==> config.mk <==
export PLATFORM = sky130hd
export DESIGN_NAME = uart_cmd_ctrl
export DESIGN_NICKNAME = d
export VERILOG_FILES = /design/src/rtl/uart_cmd_ctrl.sv
export SDC_FILE = /design/constraint.sdc
export NUM_CORES = 1
export LEC_CHECK = 0
export CAP_MARGIN = 25
export CORE_ASPECT_RATIO = 0.75
export CORE_MARGIN = 2
export CORE_UTILIZATION = 50
export CTS_BUF_LIST = sky130_fd_sc_hd__clkbuf_16
export DETAILED_ROUTE_END_ITERATION = 7
export HOLD_SLACK_MARGIN = 0.03
export PLACE_DENSITY = 0.79
export SLEW_MARGIN = 20
export SYNTH_ARGS = -nofsm -noshare
export SYNTH_HDL_FRONTEND = slang
export SYNTH_SLANG_ARGS = --single-unit
==> constraint.sdc <==
create_clock -name CLK -period 2.6 [get_ports CLK]
set_input_delay 0.39 -clock CLK [delete_from_list [all_inputs] [get_ports CLK]]
set_output_delay 0.39 -clock CLK [all_outputs]
set_load 0.05 [all_outputs]
==> src/rtl/uart_cmd_ctrl.sv <==
// rtl/uart_cmd_ctrl.sv - UART byte-frame command parser driving register file, ALU and TX FIFO
//
// Ports:
//   CLK, RST                      clock, synchronous active-high reset
//   RX_P_DATA / RX_D_VLD          received byte and its one-cycle valid
//   RF_RD_DATA / RF_RD_DATA_VLD   register-file read response
//   ALU_OUT / ALU_OUT_VLD         ALU result response
//   FIFO_FULL                     TX FIFO full, stalls pushes
//   RF_ADDR, RF_WR_DATA           register-file address / write data (held)
//   RF_WR_EN, RF_RD_EN            one-cycle register-file strobes
//   ALU_FUN, ALU_EN               ALU function (held) and one-cycle start
//   CLK_GATE_EN                   ALU clock enable while a result is awaited
//   TX_P_DATA, TX_D_VLD           byte and one-cycle push toward TX FIFO
//   CMD_ERR                       one-cycle pulse on unknown command or timeout

module uart_cmd_ctrl #(
    parameter int DATA_WIDTH    = 8,
    parameter int ADDR_WIDTH    = 4,
    parameter int ALU_OUT_WIDTH = 16,
    parameter int WAIT_TIMEOUT  = 255
) (
    input  logic                     CLK,
    input  logic                     RST,
    input  logic [DATA_WIDTH-1:0]    RX_P_DATA,
    input  logic                     RX_D_VLD,
    input  logic [DATA_WIDTH-1:0]    RF_RD_DATA,
    input  logic                     RF_RD_DATA_VLD,
    input  logic [ALU_OUT_WIDTH-1:0] ALU_OUT,
    input  logic                     ALU_OUT_VLD,
    input  logic                     FIFO_FULL,
    output logic [ADDR_WIDTH-1:0]    RF_ADDR,
    output logic [DATA_WIDTH-1:0]    RF_WR_DATA,
    output logic                     RF_WR_EN,
    output logic                     RF_RD_EN,
    output logic [3:0]               ALU_FUN,
    output logic                     ALU_EN,
    output logic                     CLK_GATE_EN,
    output logic [DATA_WIDTH-1:0]    TX_P_DATA,
    output logic                     TX_D_VLD,
    output logic                     CMD_ERR
);

    localparam int CNT_W = $clog2(WAIT_TIMEOUT + 1);

    localparam logic [DATA_WIDTH-1:0] CMD_WR     = DATA_WIDTH'(8'hAA);
    localparam logic [DATA_WIDTH-1:0] CMD_RD     = DATA_WIDTH'(8'hBB);
    localparam logic [DATA_WIDTH-1:0] CMD_ALU_OP = DATA_WIDTH'(8'hCC);
    localparam logic [DATA_WIDTH-1:0] CMD_ALU    = DATA_WIDTH'(8'hDD);

    localparam logic [3:0] ST_IDLE     = 4'd0;
    localparam logic [3:0] ST_WR_ADDR  = 4'd1;
    localparam logic [3:0] ST_WR_DATA  = 4'd2;
    localparam logic [3:0] ST_RD_ADDR  = 4'd3;
    localparam logic [3:0] ST_RD_WAIT  = 4'd4;
    localparam logic [3:0] ST_RD_SEND  = 4'd5;
    localparam logic [3:0] ST_ALU_A    = 4'd6;
    localparam logic [3:0] ST_ALU_B    = 4'd7;
    localparam logic [3:0] ST_ALU_FUN  = 4'd8;
    localparam logic [3:0] ST_ALU_WAIT = 4'd9;
    localparam logic [3:0] ST_SEND_LO  = 4'd10;
    localparam logic [3:0] ST_SEND_HI  = 4'd11;

    logic [3:0]               state;
    logic [CNT_W-1:0]         wait_cnt;
    logic [ADDR_WIDTH-1:0]    wr_addr;
    logic [DATA_WIDTH-1:0]    rd_data;
    logic [ALU_OUT_WIDTH-1:0] alu_res;
    logic                     wait_expired;

    // Last wait cycle: the counter was cleared on entry, so WAIT_TIMEOUT
    // cycles have elapsed once it reads WAIT_TIMEOUT-1 here.
    assign wait_expired = (wait_cnt == CNT_W'(WAIT_TIMEOUT - 1));

    always_ff @(posedge CLK) begin
        if (RST) begin
            state       <= ST_IDLE;
            wait_cnt    <= '0;
            wr_addr     <= '0;
            rd_data     <= '0;
            alu_res     <= '0;
            RF_ADDR     <= '0;
            RF_WR_DATA  <= '0;
            RF_WR_EN    <= 1'b0;
            RF_RD_EN    <= 1'b0;
            ALU_FUN     <= '0;
            ALU_EN      <= 1'b0;
            CLK_GATE_EN <= 1'b0;
            TX_P_DATA   <= '0;
            TX_D_VLD    <= 1'b0;
            CMD_ERR     <= 1'b0;
        end else begin
            RF_WR_EN <= 1'b0;
            RF_RD_EN <= 1'b0;
            ALU_EN   <= 1'b0;
            TX_D_VLD <= 1'b0;
            CMD_ERR  <= 1'b0;

            case (state)
                ST_IDLE: begin
                    if (RX_D_VLD) begin
                        case (RX_P_DATA)
                            CMD_WR:     state <= ST_WR_ADDR;
                            CMD_RD:     state <= ST_RD_ADDR;
                            CMD_ALU_OP: state <= ST_ALU_A;
                            CMD_ALU:    state <= ST_ALU_FUN;
                            default:    CMD_ERR <= 1'b1;
                        endcase
                    end
                end

                ST_WR_ADDR: begin
                    if (RX_D_VLD) begin
                        wr_addr <= RX_P_DATA[ADDR_WIDTH-1:0];
                        state   <= ST_WR_DATA;
                    end
                end

                ST_WR_DATA: begin
                    if (RX_D_VLD) begin
                        RF_WR_EN   <= 1'b1;
                        RF_ADDR    <= wr_addr;
                        RF_WR_DATA <= RX_P_DATA;
                        state      <= ST_IDLE;
                    end
                end

                ST_RD_ADDR: begin
                    if (RX_D_VLD) begin
                        RF_RD_EN <= 1'b1;
                        RF_ADDR  <= RX_P_DATA[ADDR_WIDTH-1:0];
                        wait_cnt <= '0;
                        state    <= ST_RD_WAIT;
                    end
                end

                ST_RD_WAIT: begin
                    // A response on the final wait cycle still beats the timeout.
                    if (RF_RD_DATA_VLD) begin
                        rd_data <= RF_RD_DATA;
                        state   <= ST_RD_SEND;
                    end else if (wait_expired) begin
                        CMD_ERR <= 1'b1;
                        state   <= ST_IDLE;
                    end else begin
                        wait_cnt <= wait_cnt + 1'b1;
                    end
                end

                ST_RD_SEND: begin
                    if (!FIFO_FULL) begin
                        TX_D_VLD  <= 1'b1;
                        TX_P_DATA <= rd_data;
                        state     <= ST_IDLE;
                    end
                end

                // Operands land in register-file locations 0 and 1 where the ALU reads them.
                ST_ALU_A: begin
                    if (RX_D_VLD) begin
                        RF_WR_EN   <= 1'b1;
                        RF_ADDR    <= '0;
                        RF_WR_DATA <= RX_P_DATA;
                        state      <= ST_ALU_B;
                    end
                end

                ST_ALU_B: begin
                    if (RX_D_VLD) begin
                        RF_WR_EN   <= 1'b1;
                        RF_ADDR    <= ADDR_WIDTH'(1);
                        RF_WR_DATA <= RX_P_DATA;
                        state      <= ST_ALU_FUN;
                    end
                end

                ST_ALU_FUN: begin
                    if (RX_D_VLD) begin
                        ALU_EN      <= 1'b1;
                        ALU_FUN     <= RX_P_DATA[3:0];
                        CLK_GATE_EN <= 1'b1;
                        wait_cnt    <= '0;
                        state       <= ST_ALU_WAIT;
                    end
                end

                ST_ALU_WAIT: begin
                    if (ALU_OUT_VLD) begin
                        alu_res     <= ALU_OUT;
                        CLK_GATE_EN <= 1'b0;
                        state       <= ST_SEND_LO;
                    end else if (wait_expired) begin
                        CMD_ERR     <= 1'b1;
                        CLK_GATE_EN <= 1'b0;
                        state       <= ST_IDLE;
                    end else begin
                        wait_cnt <= wait_cnt + 1'b1;
                    end
                end

                ST_SEND_LO: begin
                    if (!FIFO_FULL) begin
                        TX_D_VLD  <= 1'b1;
                        TX_P_DATA <= alu_res[DATA_WIDTH-1:0];
                        state     <= ST_SEND_HI;
                    end
                end

                ST_SEND_HI: begin
                    if (!FIFO_FULL) begin
                        TX_D_VLD  <= 1'b1;
                        TX_P_DATA <= alu_res[2*DATA_WIDTH-1:DATA_WIDTH];
                        state     <= ST_IDLE;
                    end
                end

                default: state <= ST_IDLE;
            endcase
        end
    end

endmodule

==> impl_summary.md, run 1 <==
Outcome
The flow ran to the end, and the final reports show no timing, DRC or antenna violations.

Synthesis
The number of different library cells in the post-synthesis netlist is 53. The proportion of netlist area held by the largest area contributor is 0.433. The average instance in the mapped netlist occupies 8.42 µm². The post-synthesis net count is about 420. In the post-synthesis netlist, the biggest area contributors are dfxtp_1, mux2i_1, a21oi_1, nor2_1, nand2_1.

For this run, the register share of the synthesized area comes to 0.433. The synthesized flop and latch total is 70. In the synthesized netlist the async set-or-reset flop fraction comes to 0. Of all cell types, the one taking the most synthesized area is dfxtp_1. The most used flip-flop cell after synthesis is dfxtp_1.

The total number of yosys warnings is 0. The mapped cell area is 0.00323 mm². The synthesized design contains 0 enable-type register cells. The cell count after synthesis is approximately 380.

Clocking
Once the clock tree was built, the setup fixing pass inserted 0 buffers. After clock tree synthesis, the clock-pin slew on the worst setup and hold paths is 0.06 ns. The number of hold buffers added after CTS is 0. The clock buffer count from CTS is 9.

The root buffer cell is clkbuf_16. The number of instances resized during post-cts repair is 0. For the worst-skew pair, the clock arrives at the later sink with an insertion delay of between 0.3 and 0.4 ns. The CTS tree is built. The number of H-tree levels is 3.

Counting every sink on the clock net gives 70. The largest buffer count on any clock path is 2.

Routing
Once detail routing completed, the nets flagged for antenna violations numbered 0. The first detailed-routing pass ran for 5 iterations. The routed wire length is around 8300 µm.

Dividing the detail-routed wire length by the instance count gives between 15 and 20 µm. The DRC violation total after the first TritonRoute iteration is 298. The DRC violation count after routing is 0.

In the routed layout, each cell is associated on average with a via count of around 5.8. The routed layout has approximately 3100 vias.

Worst setup path
The flop-to-flop setup slack is between 0.4 and 0.5 ns. Among cell families on the critical path, the largest total delay comes from compound AO/OA/AOI/OAI gates. The required time of the worst setup path is between 2 and 3 ns. The critical path in this run is classified as input pin to flip-flop. Data on the critical path arrives at its endpoint at about 2.4 ns. The worst flop-to-flop path endpoint is wait_cnt[2]. Along the worst path, the maximum fanout reaches 6. STA classifies the critical path startpoint as an input pin. For this design, the slowest cell found on the critical path is clkdlybuf4s50_1. The signal on the critical path passes through clkdlybuf4s50_1 -> nor4bb_1 -> o2111ai_1 -> a211o_1 -> a21oi_1 -> o32ai_1. Counting cells, the worst reg-to-reg path comes to 5. For this run, the slowest stage of the critical path takes ~0.59 ns. Counting both buffers and inverters, the worst setup path holds a total of 1. The worst register-to-register path begins at state[2].

The capturing element type of the critical path is a flip-flop.

Die
The die is slightly below 100 µm wide. For this configuration, the core starts out at a cell density of 0.514. The die is about 74 µm tall.

The die area is between 0.007 and 0.008 mm². between 60 and 70 I/O pins were placed. After floorplanning, the core was divided into 25 placement rows. The placeable core region is ~0.0063 mm².

GRT
The global-route wire length before repair is between 10000 and 15000 µm. Across every metal layer, demand over resource in global routing totals 0.232. The final global-route overflow total is 0.

The number of antenna violations at the first check in global routing is 0. The largest net degree at the start of global routing is 33. The via count of the first global-routing pass is about 2800.

Final layout
Of the cells placed in the final design, the portion with a size suffix greater than 1 is 0.0796. 0 antenna diodes ended up in the layout. The core utilization of the finished layout is 0.678. In the final design database the tool counted around 490 nets. The finished layout holds approximately 530 standard cells, fillers aside. The post-synthesis to final-layout area growth is 31.9%. Counting the fill cells in the layout gives just over 500.

Worst hold path
The number of cells on the worst hold path is 2. For hold timing, the worst endpoint is alu_res[7]. The startpoint of the lowest-slack hold path is alu_res[7]. The path class of the tightest hold or removal check is flip-flop to flip-flop.

Flow run
Max-cap violations in this run came to 0.

Timing
Setup repair after global routing left no endpoint under its margin. Setup total negative slack on the finished layout was measured at 0 ns. Headroom to the max-slew limit came out at 0.587. The portion of the clock cycle consumed by the worst path in the final layout is 0.867. Clock skew on the completed layout was measured at between 0.006 and 0.007 ns. The number of slew-limit violations in the final report is 0. The number of hold violations in the final report is 0. The maximum clock frequency is 444 MHz. Subtracting the final worst setup slack from the clock period gives between 2 and 2.5 ns. The post-route worst setup slack is 0.347 ns.

For the pin with the worst max-slew slack, the measured transition is a little over 0.6 ns. The count of endpoints failing setup in the final report is 0.

Power and ir drop
Across the VDD grid, the largest voltage drop is 0.000316 V. The total leakage power is about 1.5 nW. The areal power density over the cells is 557 mW/mm². The overall power of the completed layout is approximately 0.0024 W.

Placement
Port buffering added 67 buffers. At the placement stage, the worst setup path has a slack of about 0.094 ns. The HPWL after detailed placement is 5640 µm.

The congestion estimate from routability-driven global placement came to between 0.8 and 0.9. The cell total after placement is slightly above 500.
==> cells in the final DEF, fill, tap and decap left out, types with 6 or more instances in the layout <==
cell              n
dfxtp_1          70
clkdlybuf4s50_1  66
nor2_1           53
a21oi_1          47
nand2_1          38
mux2i_1          35
buf_4            13
o21ai_0          12
nand3_1          11
clkbuf_16         9
a211oi_1          8
or3_1             8
nor3_1            6
==> state kept, by name (all words and copies together), names as in the netlist <==
| signal | count |
|---|---|
| RF_WR_DATA | 8 |
| alu_res | 16 |
| ALU_EN | 1 |
| RF_ADDR | 4 |
| TX_P_DATA | 8 |
| wait_cnt | 8 |
| CLK_GATE_EN | 1 |
| RF_RD_EN | 1 |
| state | 4 |
| CMD_ERR | 1 |
| wr_addr | 4 |
| RF_WR_EN | 1 |
| ALU_FUN | 4 |
| rd_data | 8 |
| TX_D_VLD | 1 |
==> per-stage QoR <==
step / area, µm² / hold slack (ns)
after global routing: 4270 / 0.476
after floorplan: 3230 / 0.436
after global placement: 3970 / 0.441
after CTS: 4270 / 0.457
after detailed placement: 3970 / 0.449
final: 4270 / 0.455
==> metal layers <==
layer  part of all wire  GRT usage
met1               0.46      0.315
met2               0.45      0.356
met3              0.084     0.0790
met4              0.012     0.0657
met5                  0          0
==> cells by family (layout without fill, tap and decap cells) <==
kind of cell | after synthesis | count (layout) | share of synthesized area
flops | 70 | 70 | 0.433
compound gates | 89 | 89 | 0.168
mux | 35 | 35 | 0.108
simple gates | 155 | 155 | 0.237
buf+inv | 32 | 100 | 0.0430
xor+xnor | 1 | 1 | 0.00271
fa+ha+maj | 2 | 2 | 0.00774
==> cells in the mapped netlist (2+ instances only) <==
library cell and count:
nor3_1 6, a21oi_1 47, inv_1 4, or3_1 8, nand3b_1 3, nand4b_1 2
nor4bb_1 2, o21ai_0 12, nor3b_1 2, a211oi_1 8, nor2b_1 5, a21oi_2 2
a2bb2oi_1 2, o32ai_1 2, mux2i_1 35, nand3_1 11, clkbuf_1 19, o21bai_1 2
a311o_1 2, nor2_1 53, nor4_1 2, nand2b_1 5, buf_2 6, ha_1 2
dfxtp_1 70, nand4_1 5, and3_1 4, nand2_1 38
==> worst reg2reg max path, stage by stage (launching register included) <==
cell	delay (ns)
dfxtp_1	0.71
or3b_4	0.47
a21oi_2	0.22
a21oi_2	0.18
or3_1	0.40
a21oi_1	0.14
==> power by group <==
group | internal, W | switching [W] | total, W
combinational | 0.0000632 | 0.0000523 | 0.000116
clock | 0.000735 | 0.000453 | 0.00119
sequential | 0.00107 | 0.000000826 | 0.00107
==> worst max path at each step <==
| stage | startpoint | to | slack, ns | depth (start not counted) |
|---|---|---|---|---|
| 6_report | RX_P_DATA[1] | state[2] | 0.35 | 6 |
| 5_1_grt | RX_P_DATA[1] | state[2] | 0.22 | 6 |
| 4_1_cts | RX_P_DATA[1] | state[2] | 0.40 | 6 |
| 3_5_place_dp | RX_P_DATA[1] | state[2] | 0.09 | 6 |
| 3_3_place_gp | RX_P_DATA[2] | state[2] | 0.30 | 6 |
| 2_1_floorplan | state[3] | wait_cnt[6] | 0.84 | 7 |
==> area by class of cell <==
type                    count  area (µm²)  area share
clock inverters             7        66.3      0.0155
well taps                  81         101      0.0238
flip-flops and latches     70        1400       0.329
clock buffers               9         225      0.0528
multi-input cells         282        1690       0.397
repair buffers             80         763       0.179
inverters                   4        15.0     0.00352
(Power assumes the default switching activity.)
==> run 2: changes to the inputs <==
--- a/config.mk
+++ b/config.mk
@@ -12,7 +12,7 @@
 export CTS_BUF_LIST = sky130_fd_sc_hd__clkbuf_16
 export DETAILED_ROUTE_END_ITERATION = 7
 export HOLD_SLACK_MARGIN = 0.03
-export PLACE_DENSITY = 0.79
+export PLACE_DENSITY_LB_ADDON = 0.1
 export SLEW_MARGIN = 20
 export SYNTH_ARGS = -nofsm -noshare
 export SYNTH_HDL_FRONTEND = slang
==> run 2 against run 1 <==
  * Non-clock buffer count shrank 2
  * Combinational power is essentially flat
  * Sequential share of layout area grew 0.11 points
  * Critical path depth is the same
  * Register-to-register slack gained 0.05 ns
  * Count of clock-buffer cells in the layout is the same
  * Clock power is essentially flat
  * First-iteration DRC count shrank 11%
  * Setup slack gained 0.097 ns
  * Cell area shrank 0.32%
  * Global-route usage shrank 0.66 points
==> impl_summary.md, run 2 (synthesis results as in run 1) <==
Timing
The worst relative slew slack is 0.436 (-0.151). The slew at the pin closest to its max-slew limit is 0.846 ns (+0.227 ns). The hold slack is 0.457 ns (+0.00128 ns). The final critical-path required period is 2.16 ns (-0.0966 ns). The number of slew-limit violations in the final report is 0 (unchanged). Setup repair after global routing left no endpoint under its margin. The worst-case clock skew was 0.00542 ns (-0.00101 ns).

The maximum clock frequency came to 464 MHz (+4.5%). The count of endpoints failing setup in the final report is 0 (unchanged). The portion of the clock cycle consumed by the worst path in the final layout is 0.829 (-0.0371). The number of hold violations in the final report is 0 (unchanged). The total negative slack for setup checks came to 0 ns (unchanged).

Worst setup path
The required time of the worst setup path is 2.78 ns (about the same). The worst setup path category is input pin to flip-flop. The flop-to-flop setup slack is 0.46 ns (+0.05 ns). The capturing element type of the critical path is a flip-flop. In this run the critical register-to-register path is launched from state[3].

The critical path ends at state[2]. The worst register-to-register path ends at wait_cnt[5]. The depth of the most critical reg-to-reg path is 5 (unchanged).

The data arrival at the endpoint of the critical path is 2.34 ns (-0.10 ns). STA classifies the critical path startpoint as an input pin. The maximum fanout encountered on the critical timing path is 6 (unchanged). In this run the worst setup path begins at RX_P_DATA[2].

Power and ir drop
The worst supply voltage drop on vdd is 0.000389 V (+23%). The total leakage power was 1.53 nW (-1.1%). The overall power of the completed layout came to 0.00238 W (-0.11%). The areal power density over the cells is 559 mW/mm² (+0.21%).

Routing
The DRC violation total after the first TritonRoute iteration was 265 (-11%). The first-pass iteration count of the detailed router is 4 (-1). The routed length per placed instance was 14.8 µm (-4.4%). The total via count after detailed routing came to 2933 (-5.3%).

The DRC violation count after routing came to 0 (unchanged). The number of nets with antenna violations after routing came to 0 (unchanged). The number of vias per cell after detailed routing is 5.53 (-4.8%). The routed wire length is 7850 µm (-4.9%).

Final layout
The antenna diode instance count is 0 (unchanged). The area taken by flip-flops and latches came to 0.00140 mm² (unchanged). In the layout the commonest cells are dfxtp_1, clkdlybuf4s50_1, nor2_1, a21oi_1, nand2_1. The library cell used most frequently in the layout, excluding fill and tap cells, is dfxtp_1. The core utilization of the finished layout came to 0.676 (-0.00219). The post-synthesis to final-layout area growth is 31.5%.

The register containing the most flip-flops in the final layout is alu_res. The number of nets in the finished design is 485 (-0.41%). The area of the multi-input gates was 0.00170 mm² (+0.22%). The number of flip-flops in the largest register was 16 (unchanged).

The fill cell instance count of the final layout is 515 (-0.58%). The share of cells above drive strength 1 was 0.0802 (+0.000532).

Clocking
In this run the clock root is driven by a clkbuf_16. The number of H-tree levels is 3 (unchanged). The clock net sink count is 70 (unchanged). The number of hold buffers added after CTS is 0 (unchanged).

The CTS tree is built. The later-pin clock latency in the skew report is 0.33 ns (about the same). The number of instances resized during post-cts repair came to 0 (unchanged). The setup fix buffers added after clock tree synthesis is 0 (unchanged).

The largest buffer count on any clock path is 2 (unchanged). The clock buffer count from CTS came to 9 (unchanged). The clock input transition at the sequential cells of the worst setup and hold paths is 0.06 ns (about the same).

GRT
The global-route wire length before repair is 12800 µm (-4.2%). The via count of the first global-routing pass is 2736 (-1.3%). The number of antenna violations at the first check in global routing is 0 (unchanged).

The largest net degree at the start of global routing is 49 (+48%). The final global-route overflow total is 0 (unchanged). The global-route total usage across every layer is 0.225 (-0.00662).

Placement
The HPWL reported at the end of detailed placement is 5520 µm (-2.2%). The final estimated routing congestion in global placement is 0.837 (-3.6%). The number of input and output port buffers inserted is 67 (unchanged).

Flow run
The number of maximum-capacitance constraint violations was 0 (unchanged).

Die
The die area was 0.00713 mm² (unchanged). The height of the die came to 73.6 µm (unchanged). The boundary pin count is 68 (unchanged). The number of standard-cell rows in the floorplan came to 25 (unchanged). The die span in x is 96.9 µm (unchanged). The starting density of the core was 0.514 (unchanged). The placeable core region was 0.00629 mm² (unchanged).

Worst hold path
The tightest min-delay check is of the flip-flop to flip-flop type.

Outcome
The run finished with clean final reports.
[run 2: layer usage]
| layer | vias up | part of all wire | track usage |
|---|---|---|---|
| met5 | - | 0 | 0 |
| met4 | 0 | 0.010 | 0.0767 |
| met3 | 10 | 0.050 | 0.0628 |
| met2 | 75 | 0.45 | 0.348 |
| met1 | 1367 | 0.49 | 0.308 |
| li1 | 1481 | - | - |
[run 2: layout make-up]
type	instances	area share
clock buffers	9	0.0530
clock inverters	6	0.0150
inverters	4	0.00353
multi-input cells	282	0.399
flip-flops and latches	70	0.330
well taps	81	0.0238
repair buffers	78	0.176
[run 2: power breakdown]
group / internal (W) / leakage (nW) / switching, W
clock network: 0.000734 / 0.137 / 0.000452
logic: 0.0000624 / 0.830 / 0.0000517
registers: 0.00107 / 0.564 / 0.000000659
total: 0.00187 / 1.53 / 0.000505
[run 2: critical path, stage by stage]
cell             delay [ns]
clkdlybuf4s50_1        0.53
nor4bb_1               0.45
o2111ai_1              0.24
a211o_1                0.42
a21oi_1                0.19
o32ai_1                0.11
[run 2: worst min-delay path by stage]
stage,from,endpoint,slack [ns],cells past startpoint
floorplan,alu_res[0],alu_res[0],0.44,2
global placement,alu_res[14],alu_res[14],0.44,2
detailed placement,alu_res[6],alu_res[6],0.45,2
CTS,alu_res[6],alu_res[6],0.46,2
global route,CLK_GATE_EN,CLK_GATE_EN,0.48,2
finish,alu_res[6],alu_res[6],0.46,2
[run 2: through the flow]
step | area, µm² | setup WS, ns | instances
after floorplan | 3230 | 0.845 | 384
after global placement | 3960 | 0.274 | 515
after detailed placement | 3960 | 0.137 | 515
after CTS | 4250 | 0.286 | 530
after global routing | 4250 | 0.286 | 530
final | 4250 | 0.443 | 530
